$ cat src/rtl/mmio_io_pkg.sv
// mmio_io_pkg: shared constants for the MMIO button/LED hub.
//   Register offsets relative to BASE_ADDR, bit positions of the LED_CTRL
//   and EVENT fields, and the lowest-set-bit encoder used by EVENT reads.
package mmio_io_pkg;

    localparam int unsigned OFF_LED_CTRL = 0;
    localparam int unsigned OFF_EVENT    = 1;
    localparam int unsigned OFF_LEVEL    = 2;

    localparam int unsigned LED_MODE_BIT  = 16;
    localparam int unsigned LED_VAL_BIT   = 17;
    localparam int unsigned EVT_VALID_BIT = 31;
    localparam int unsigned EVT_OVF_BIT   = 30;

    // Index of the lowest set bit; 0 when the vector is empty.
    function automatic logic [3:0] lowest_idx(input logic [15:0] vec);
        logic [3:0] idx;
        idx = '0;
        for (int i = 15; i >= 0; i--) begin
            if (vec[i]) idx = 4'(i);
        end
        return idx;
    endfunction

endpackage

$ cat src/rtl/mmio_io_hub_if.sv
// mmio_io_hub_if: processor data-bus tap for the MMIO hub.
//   addr/wren/rden/data_in : driven by the bus master (CPU wrapper)
//   data_out/hit           : driven by the hub, combinational from addr
interface mmio_io_hub_if #(
    parameter int unsigned ADDR_W = 12
);
    logic [ADDR_W-1:0] addr;
    logic              wren;
    logic              rden;
    logic [31:0]       data_in;
    logic [31:0]       data_out;
    logic              hit;

    modport master (output addr, wren, rden, data_in, input data_out, hit);
    modport slave  (input addr, wren, rden, data_in, output data_out, hit);
endinterface

$ cat src/rtl/mmio_debounce.sv
// mmio_debounce: one button channel.
//   clock, reset (async, active-low)
//   raw   : asynchronous button level
//   level : debounced level
//   rise  : high during the cycle before level flips 0->1, so the event
//           lands in the pending register on the same edge as the level.
module mmio_debounce #(
    parameter int unsigned DEBOUNCE_CYCLES = 500000
) (
    input  logic clock,
    input  logic reset,
    input  logic raw,
    output logic level,
    output logic rise
);
    localparam int unsigned CW = $clog2(DEBOUNCE_CYCLES + 1);

    logic          sync1, sync2;
    logic [CW-1:0] cnt;
    logic          flip;

    assign flip = (sync2 != level) && (cnt == CW'(DEBOUNCE_CYCLES - 1));
    assign rise = flip && !level;

    always_ff @(posedge clock or negedge reset) begin
        if (!reset) begin
            sync1 <= 1'b0;
            sync2 <= 1'b0;
            cnt   <= '0;
            level <= 1'b0;
        end else begin
            sync1 <= raw;
            sync2 <= sync1;
            if (sync2 == level) begin
                cnt <= '0;
            end else if (flip) begin
                level <= ~level;
                cnt   <= '0;
            end else begin
                cnt <= cnt + CW'(1);
            end
        end
    end
endmodule

$ cat src/rtl/mmio_io_hub.sv
// mmio_io_hub: memory-mapped buttons and LEDs beside data RAM.
//   clock, reset : system clock, asynchronous active-low reset
//   bus          : data-bus slave port (addr/wren/rden/data_in in,
//                  data_out/hit out; wrapper muxes data_out when hit)
//   btn_in       : raw button levels, 1 = pressed
//   led          : LED drive, 1 = on
//   irq          : only when MMIO_IO_IRQ_EN is defined; registered |pending
// Registers: +0 LED_CTRL (wo), +1 EVENT (read-to-clear), +2 LEVEL (ro).
module mmio_io_hub
    import mmio_io_pkg::*;
#(
    parameter int unsigned       ADDR_W          = 12,
    parameter logic [ADDR_W-1:0] BASE_ADDR       = ADDR_W'(6),
    parameter int unsigned       N_BTN           = 4,
    parameter int unsigned       N_LED           = 4,
    parameter int unsigned       DEBOUNCE_CYCLES = 500000,
    parameter int unsigned       FLASH_CYCLES    = 12500000
) (
    input  logic             clock,
    input  logic             reset,
    mmio_io_hub_if.slave     bus,
    input  logic [N_BTN-1:0] btn_in,
    output logic [N_LED-1:0] led
`ifdef MMIO_IO_IRQ_EN
    ,
    output logic             irq
`endif
);
    localparam int unsigned TW = $clog2(FLASH_CYCLES + 1);

    // ---------------- address decode ----------------
    logic [ADDR_W-1:0] off;
    logic              sel_led, sel_evt, sel_lvl;

    assign off     = bus.addr - BASE_ADDR;
    assign bus.hit = (bus.addr >= BASE_ADDR) && (off <= ADDR_W'(OFF_LEVEL));
    assign sel_led = bus.hit && (off == ADDR_W'(OFF_LED_CTRL));
    assign sel_evt = bus.hit && (off == ADDR_W'(OFF_EVENT));
    assign sel_lvl = bus.hit && (off == ADDR_W'(OFF_LEVEL));

    // ---------------- button channels ----------------
    logic [N_BTN-1:0] level, rise;

    for (genvar g = 0; g < N_BTN; g++) begin : g_btn
        mmio_debounce #(
            .DEBOUNCE_CYCLES(DEBOUNCE_CYCLES)
        ) u_db (
            .clock (clock),
            .reset (reset),
            .raw   (btn_in[g]),
            .level (level[g]),
            .rise  (rise[g])
        );
    end

    // ---------------- event capture ----------------
    logic [N_BTN-1:0] pending, clr, ovf_hits;
    logic             ovf, rd_evt, pend_any;
    logic [15:0]      pend16, lvl16, clr16;
    logic [3:0]       evt_idx;

    assign rd_evt   = bus.rden && sel_evt;
    assign pend_any = |pending;

    always_comb begin
        pend16 = '0;
        pend16[N_BTN-1:0] = pending;
        lvl16 = '0;
        lvl16[N_BTN-1:0] = level;
        evt_idx = lowest_idx(pend16);
        // Only the bit reported by this read is cleared.
        clr16 = '0;
        if (rd_evt && pend_any) clr16[evt_idx] = 1'b1;
        clr = clr16[N_BTN-1:0];
        // A rise on a bit still pending (and not being cleared now) is lost.
        ovf_hits = rise & pending & ~clr;
    end

    always_ff @(posedge clock or negedge reset) begin
        if (!reset) begin
            pending <= '0;
            ovf     <= 1'b0;
        end else begin
            pending <= (pending & ~clr) | rise;
            ovf     <= (ovf & ~(rd_evt && pend_any)) | (|ovf_hits);
        end
    end

    // ---------------- read mux ----------------
    always_comb begin
        bus.data_out = '0;
        if (sel_evt) begin
            bus.data_out[EVT_VALID_BIT] = pend_any;
            bus.data_out[EVT_OVF_BIT]   = ovf;
            bus.data_out[3:0]           = evt_idx;
        end else if (sel_lvl) begin
            bus.data_out[15:0] = lvl16;
        end
    end

    // ---------------- LEDs ----------------
    // A store that coincides with a load of the same register is dropped.
    logic wr_led, led_mode, led_val;

    assign wr_led   = bus.wren && sel_led && !bus.rden;
    assign led_mode = bus.data_in[LED_MODE_BIT];
    assign led_val  = bus.data_in[LED_VAL_BIT];

    for (genvar g = 0; g < N_LED; g++) begin : g_led
        logic          led_q;
        logic [TW-1:0] tmr;

        always_ff @(posedge clock or negedge reset) begin
            if (!reset) begin
                led_q <= 1'b0;
                tmr   <= '0;
            end else if (wr_led && bus.data_in[g]) begin
                led_q <= led_mode ? 1'b1 : led_val;
                tmr   <= led_mode ? TW'(FLASH_CYCLES) : '0;
            end else if (tmr != '0) begin
                tmr <= tmr - TW'(1);
                if (tmr == TW'(1)) led_q <= 1'b0;
            end
        end

        assign led[g] = led_q;
    end

`ifdef MMIO_IO_IRQ_EN
    always_ff @(posedge clock or negedge reset) begin
        if (!reset) irq <= 1'b0;
        else        irq <= pend_any;
    end
`endif

    // data_in bits outside the LED fields carry no meaning here.
    logic unused_bits;
    assign unused_bits = ^bus.data_in;

endmodule

$ cat src/flat_wrapper.sv
// flat-port wrapper written by rule: the top's interface ports become plain ports
module mmio_io_hub_flat import mmio_io_pkg::*;
#(
    parameter int unsigned       ADDR_W          = 12,
    parameter logic [ADDR_W-1:0] BASE_ADDR       = ADDR_W'(6),
    parameter int unsigned       N_BTN           = 4,
    parameter int unsigned       N_LED           = 4,
    parameter int unsigned       DEBOUNCE_CYCLES = 500000,
    parameter int unsigned       FLASH_CYCLES    = 12500000
)
  (clock, reset, btn_in, led, bus_addr, bus_wren, bus_rden, bus_data_in, bus_data_out, bus_hit);
  mmio_io_hub_if #(.ADDR_W(ADDR_W)) bus_i ();
  input  logic clock;
  input  logic reset;
  input  logic [N_BTN-1:0] btn_in;
  output logic [N_LED-1:0] led;
  input wire logic [$bits(bus_i.addr)-1:0] bus_addr;
  input wire logic [$bits(bus_i.wren)-1:0] bus_wren;
  input wire logic [$bits(bus_i.rden)-1:0] bus_rden;
  input wire logic [$bits(bus_i.data_in)-1:0] bus_data_in;
  output wire logic [$bits(bus_i.data_out)-1:0] bus_data_out;
  output wire logic [$bits(bus_i.hit)-1:0] bus_hit;
  assign bus_i.addr = bus_addr;
  assign bus_i.wren = bus_wren;
  assign bus_i.rden = bus_rden;
  assign bus_i.data_in = bus_data_in;
  assign bus_data_out = bus_i.data_out;
  assign bus_hit = bus_i.hit;
  mmio_io_hub #(.ADDR_W(ADDR_W), .BASE_ADDR(BASE_ADDR), .N_BTN(N_BTN), .N_LED(N_LED), .DEBOUNCE_CYCLES(DEBOUNCE_CYCLES), .FLASH_CYCLES(FLASH_CYCLES)) u_core (.clock(clock), .reset(reset), .bus(bus_i), .btn_in(btn_in), .led(led));
endmodule
$ cat config.mk
export PLATFORM = sky130hd
export DESIGN_NAME = mmio_io_hub_flat
export DESIGN_NICKNAME = d
export VERILOG_FILES = /design/src/rtl/mmio_io_pkg.sv /design/src/rtl/mmio_io_hub_if.sv /design/src/rtl/mmio_debounce.sv /design/src/rtl/mmio_io_hub.sv /design/src/flat_wrapper.sv
export SDC_FILE = /design/constraint.sdc
export NUM_CORES = 1
export LEC_CHECK = 0
export ABC_AREA = 1
export CORE_MARGIN = 1
export CORE_UTILIZATION = 44
export DETAILED_ROUTE_END_ITERATION = 16
export DONT_BUFFER_PORTS = 1
export HOLD_SLACK_MARGIN = 0.03
export PLACE_DENSITY = 0.59
export SLEW_MARGIN = 20
export SYNTH_ARGS = -nofsm -noshare
export SYNTH_HDL_FRONTEND = slang
export SYNTH_SLANG_ARGS = --single-unit
$ cat constraint.sdc
create_clock -name clock -period 3.25 [get_ports clock]
set_input_delay 0.4875 -clock clock [delete_from_list [all_inputs] [get_ports clock]]
set_output_delay 0.4875 -clock clock [all_outputs]
set_load 0.02 [all_outputs]
==> summary.md <==
| Metric | Value |
|---|---|
| Status | `finished, violations left` |
| Failing checks | `hold timing` |
| Synth top area cells | `dfrtp_1 (44%), nand2_1 (8.2%), nor2_1 (8.2%)` |
| Crit-path cells | `ha_1, inv_1, nand2_1, nand2_1, nand2_1, nor2_1, nand3_1, nor2_4, nand2_1, inv_1, nand2_1, inv_1, nand2_1, o21ai_0, buf_4` |
| P&R area growth vs syn | `7.70%` |
| Routability cong. | `0.813` |
| CTS buffer count | `17` |
| Root Driver | `clkbuf_16` |
| Crit Path Max Fanout | `7` |
| YS warnings | `0` |
| Setup Buffers After CTS | `0` |
| WL per Instance | `13.1 µm` |
| Fin crit share | `83.1%` |
| Routed Wire Length | `22,700 µm` |
| Post-detail-place hpwl | `16,000 µm` |
| Worst Path Buf+Inv | `4` |
| Most common cell after layout, fill and taps aside | `nand2_1` |
| RSZ-0062 raised after global routing | `false` |
| Distinct cells, synth | `40` |
| Post-CTS Resized | `0` |
| Via Count | `8,612` |
| Tmin final | `2700 ps` |
| Global-route wire length before repair | `39,600 µm` |
| Synthesized cell area | `between 0.01 and 0.015 mm²` |
| Site row count | `57` |
| Worst r2r src | `u_core.g_led[3].tmr[0]` |
| Fmax | `370 MHz` |
| Post-synth top area share | `44.1%` |
| Vias in the first global route | `8,180` |
| Clk sinks | `between 150 and 200` |
| Number of fill cells | `between 2,000 and 2,500` |
| Final hold violations | `193` |
| Starting density of the core | `44.9%` |
| Crit path max-delay family | `simple AND/OR/NAND/NOR gates` |
| Peak VDD IR | `~0.31 mV` |
| Max Root-Sink Buffers | `2` |
| Core Footprint | `0.0244 mm²` |
| CP arrival | `2210 ps` |
| Die width | `between 150 and 200 µm` |
| Total track usage | `18.8%` |
| Routed Antenna Nets | `0` |
| R2R depth | `9` |
| H-tree Lvls | `4` |
| Initial DRC Count | `567` |
| Vias per cell | `4.98` |
| Worst reg2reg endpoint | `u_core.g_led[3].tmr[19]` |
| Total negative slack | `0 ps` |
| Worst setup SP type | `primary input` |
| Tightest Pin Transition | `694 ps` |
| CP most frequent cell | `nand2_1` |
| IO Port Bufs | `0` |
| Ports | `89` |
| Post-synthesis area per instance | `7.93 µm²` |
| Clk slew on worst S/H paths | `about 80 ps` |
| Overflow after GRT | `0` |
| DR pass1 iterations | `4` |
| Worst Setup SP | `bus_addr[1]` |
| Drc violations | `0` |
| Worst Path Class, Setup | `in2out` |
| Lkg Pwr | `~5.3 nW` |
| Sequential-to-total area share from yosys stat | `between 40% and 50%` |
| Post-synth top area cell | `dfrtp_1` |
| Worst EP required | `2760 ps` |
| Share of cells above drive strength 1 | `7.89%` |
| Max-Cap Viols | `0` |
| Die area | `0.0255 mm²` |
| Yosys reg bits | `193` |
| Die height | `around 160 µm` |
| Worst slew margin | `53.7%` |
| Crit path capture | `bus_data_out[0]` |
| Final #Nets | `1,459` |
| FF-to-FF setup slack | `580 ps` |
| CTS tree | `done` |
| Commonest cells after routing, fill and taps aside | `nand2_1 (240), nor2_1 (238), dfrtp_1 (193), inv_1 (162), nand3_1 (77)` |
| Kind of end point of the critical path | `primary output` |
| WHS | `-267 ps` |
| Largest net degree at the start of global routing | `194` |
| Crit path max-delay cell type | `ha_1` |
| Final Max Tran Viols | `0` |
| Slowest stage delay, CP | `230 ps` |
| Worst Skew | `14.8 ps` |
| Setup violators final | `0` |
| PD cells | `~420 mW/mm²` |
| Syn Inst Count | `1,381` |
| Crit path depth | `15` |
| ANT cells | `0` |
| Hold/Removal Path Class | `in2async` |
| Clk Latency, worst-skew pair | `440 ps` |
| Initial antenna violation count | `0` |
| Power Total | `0.00501 W` |
[cells by family after synthesis]
logic type | count (synthesis) | synth area share, %
AOI/OAI and AO/OA | 147 | 8.36
xor gates and xnor gates | 98 | 7.83
adders and majority gates | 13 | 1.48
buffers and inverters | 213 | 8.90
DFF | 193 | 44.1
muxes | 2 | 0.183
other | 1 | 0.0342
and+or+nand+nor | 714 | 29.1
[power by group]
part	internal (W)	total [W]	switching, W
registers	0.00250	0.00260	0.0000964
logic	0.000130	0.000340	0.000210
clock network	0.00102	0.00207	0.00105
total	0.00366	0.00501	0.00135
[worst min-delay path by stage]
stage,start,end,slack (ps),cells after the start
2_1_floorplan,reset,u_core.g_btn[0].u_db.cnt[0],190,0
3_3_place_gp,reset,u_core.g_btn[2].u_db.cnt[14],200,0
3_5_place_dp,reset,u_core.g_btn[2].u_db.cnt[12],200,0
4_1_cts,reset,u_core.g_btn[2].u_db.cnt[10],-280,0
5_1_grt,reset,u_core.g_btn[2].u_db.cnt[12],-290,0
6_report,reset,u_core.g_btn[2].u_db.cnt[12],-270,0
[cell type report]
cell class / instances / area (µm²) / share of cell area, %
clock buffer: 18 / 429 / 3.64
clock inverter: 14 / 140 / 1.19
inverter: 165 / 619 / 5.25
multi-input combinational: 1000 / 5250 / 44.5
sequential: 193 / 4830 / 40.9
tap: 324 / 405 / 3.44
timing repair buffer: 17 / 128 / 1.08
[per-stage QoR]
step	cells	setup WS (ps)	cell area, µm²	utilization (%)
after floorplan	1406	647	11100	-
after global placement	1699	367	11200	46.0
after detailed placement	1699	357	11200	46.0
after CTS	1731	542	11800	48.4
after global routing	1731	279	11800	48.4
final	1731	549	11800	48.4
[sequential cells by signal (all words and copies together) (netlist names)]
register                 cells
u_core.g_btn.u_db.level      4
u_core.g_btn.u_db.cnt       76
u_core.g_btn.u_db.sync1      4
u_core.ovf                   1
u_core.g_led.tmr            96
u_core.g_btn.u_db.sync2      4
u_core.g_led.led_q           4
u_core.pending               4
[cells in the mapped netlist]
master / count
buf_2: 8
clkbuf_1: 2
a221oi_1: 1
nand3_1: 77
buf_6: 6
o21ai_2: 1
ha_1: 13
a21oi_2: 30
nand3_4: 1
o21ai_0: 30
buf_4: 32
or2_2: 9
a21oi_1: 53
nor4_1: 22
a211oi_1: 16
o22ai_1: 1
inv_2: 3
mux2i_1: 2
nand2_4: 1
nor2_8: 1
o21a_1: 4
nand4_1: 38
and3_1: 4
o21ai_1: 4
nand3b_1: 6
nand2_1: 240
nor2_2: 3
xor2_1: 62
nor2_1: 239
nor3_1: 48
a31oi_1: 7
nand3_2: 1
xnor2_1: 36
dfrtp_1: 193
inv_1: 162
nor2_4: 5
or3_1: 1
nor3b_1: 11
nand2_2: 7
conb_1: 1
[layer usage]
layer | global-route usage [%] | share of wire, % | vias to the layer above
met1 | 26.3 | 51 | 4051
met3 | 3.09 | 2.4 | 21
li1 | - | - | 4435
met2 | 30.3 | 46 | 105
met4 | 4.94 | 1.5 | 0
met5 | 0 | 0 | -
(Power assumes the default switching activity.)
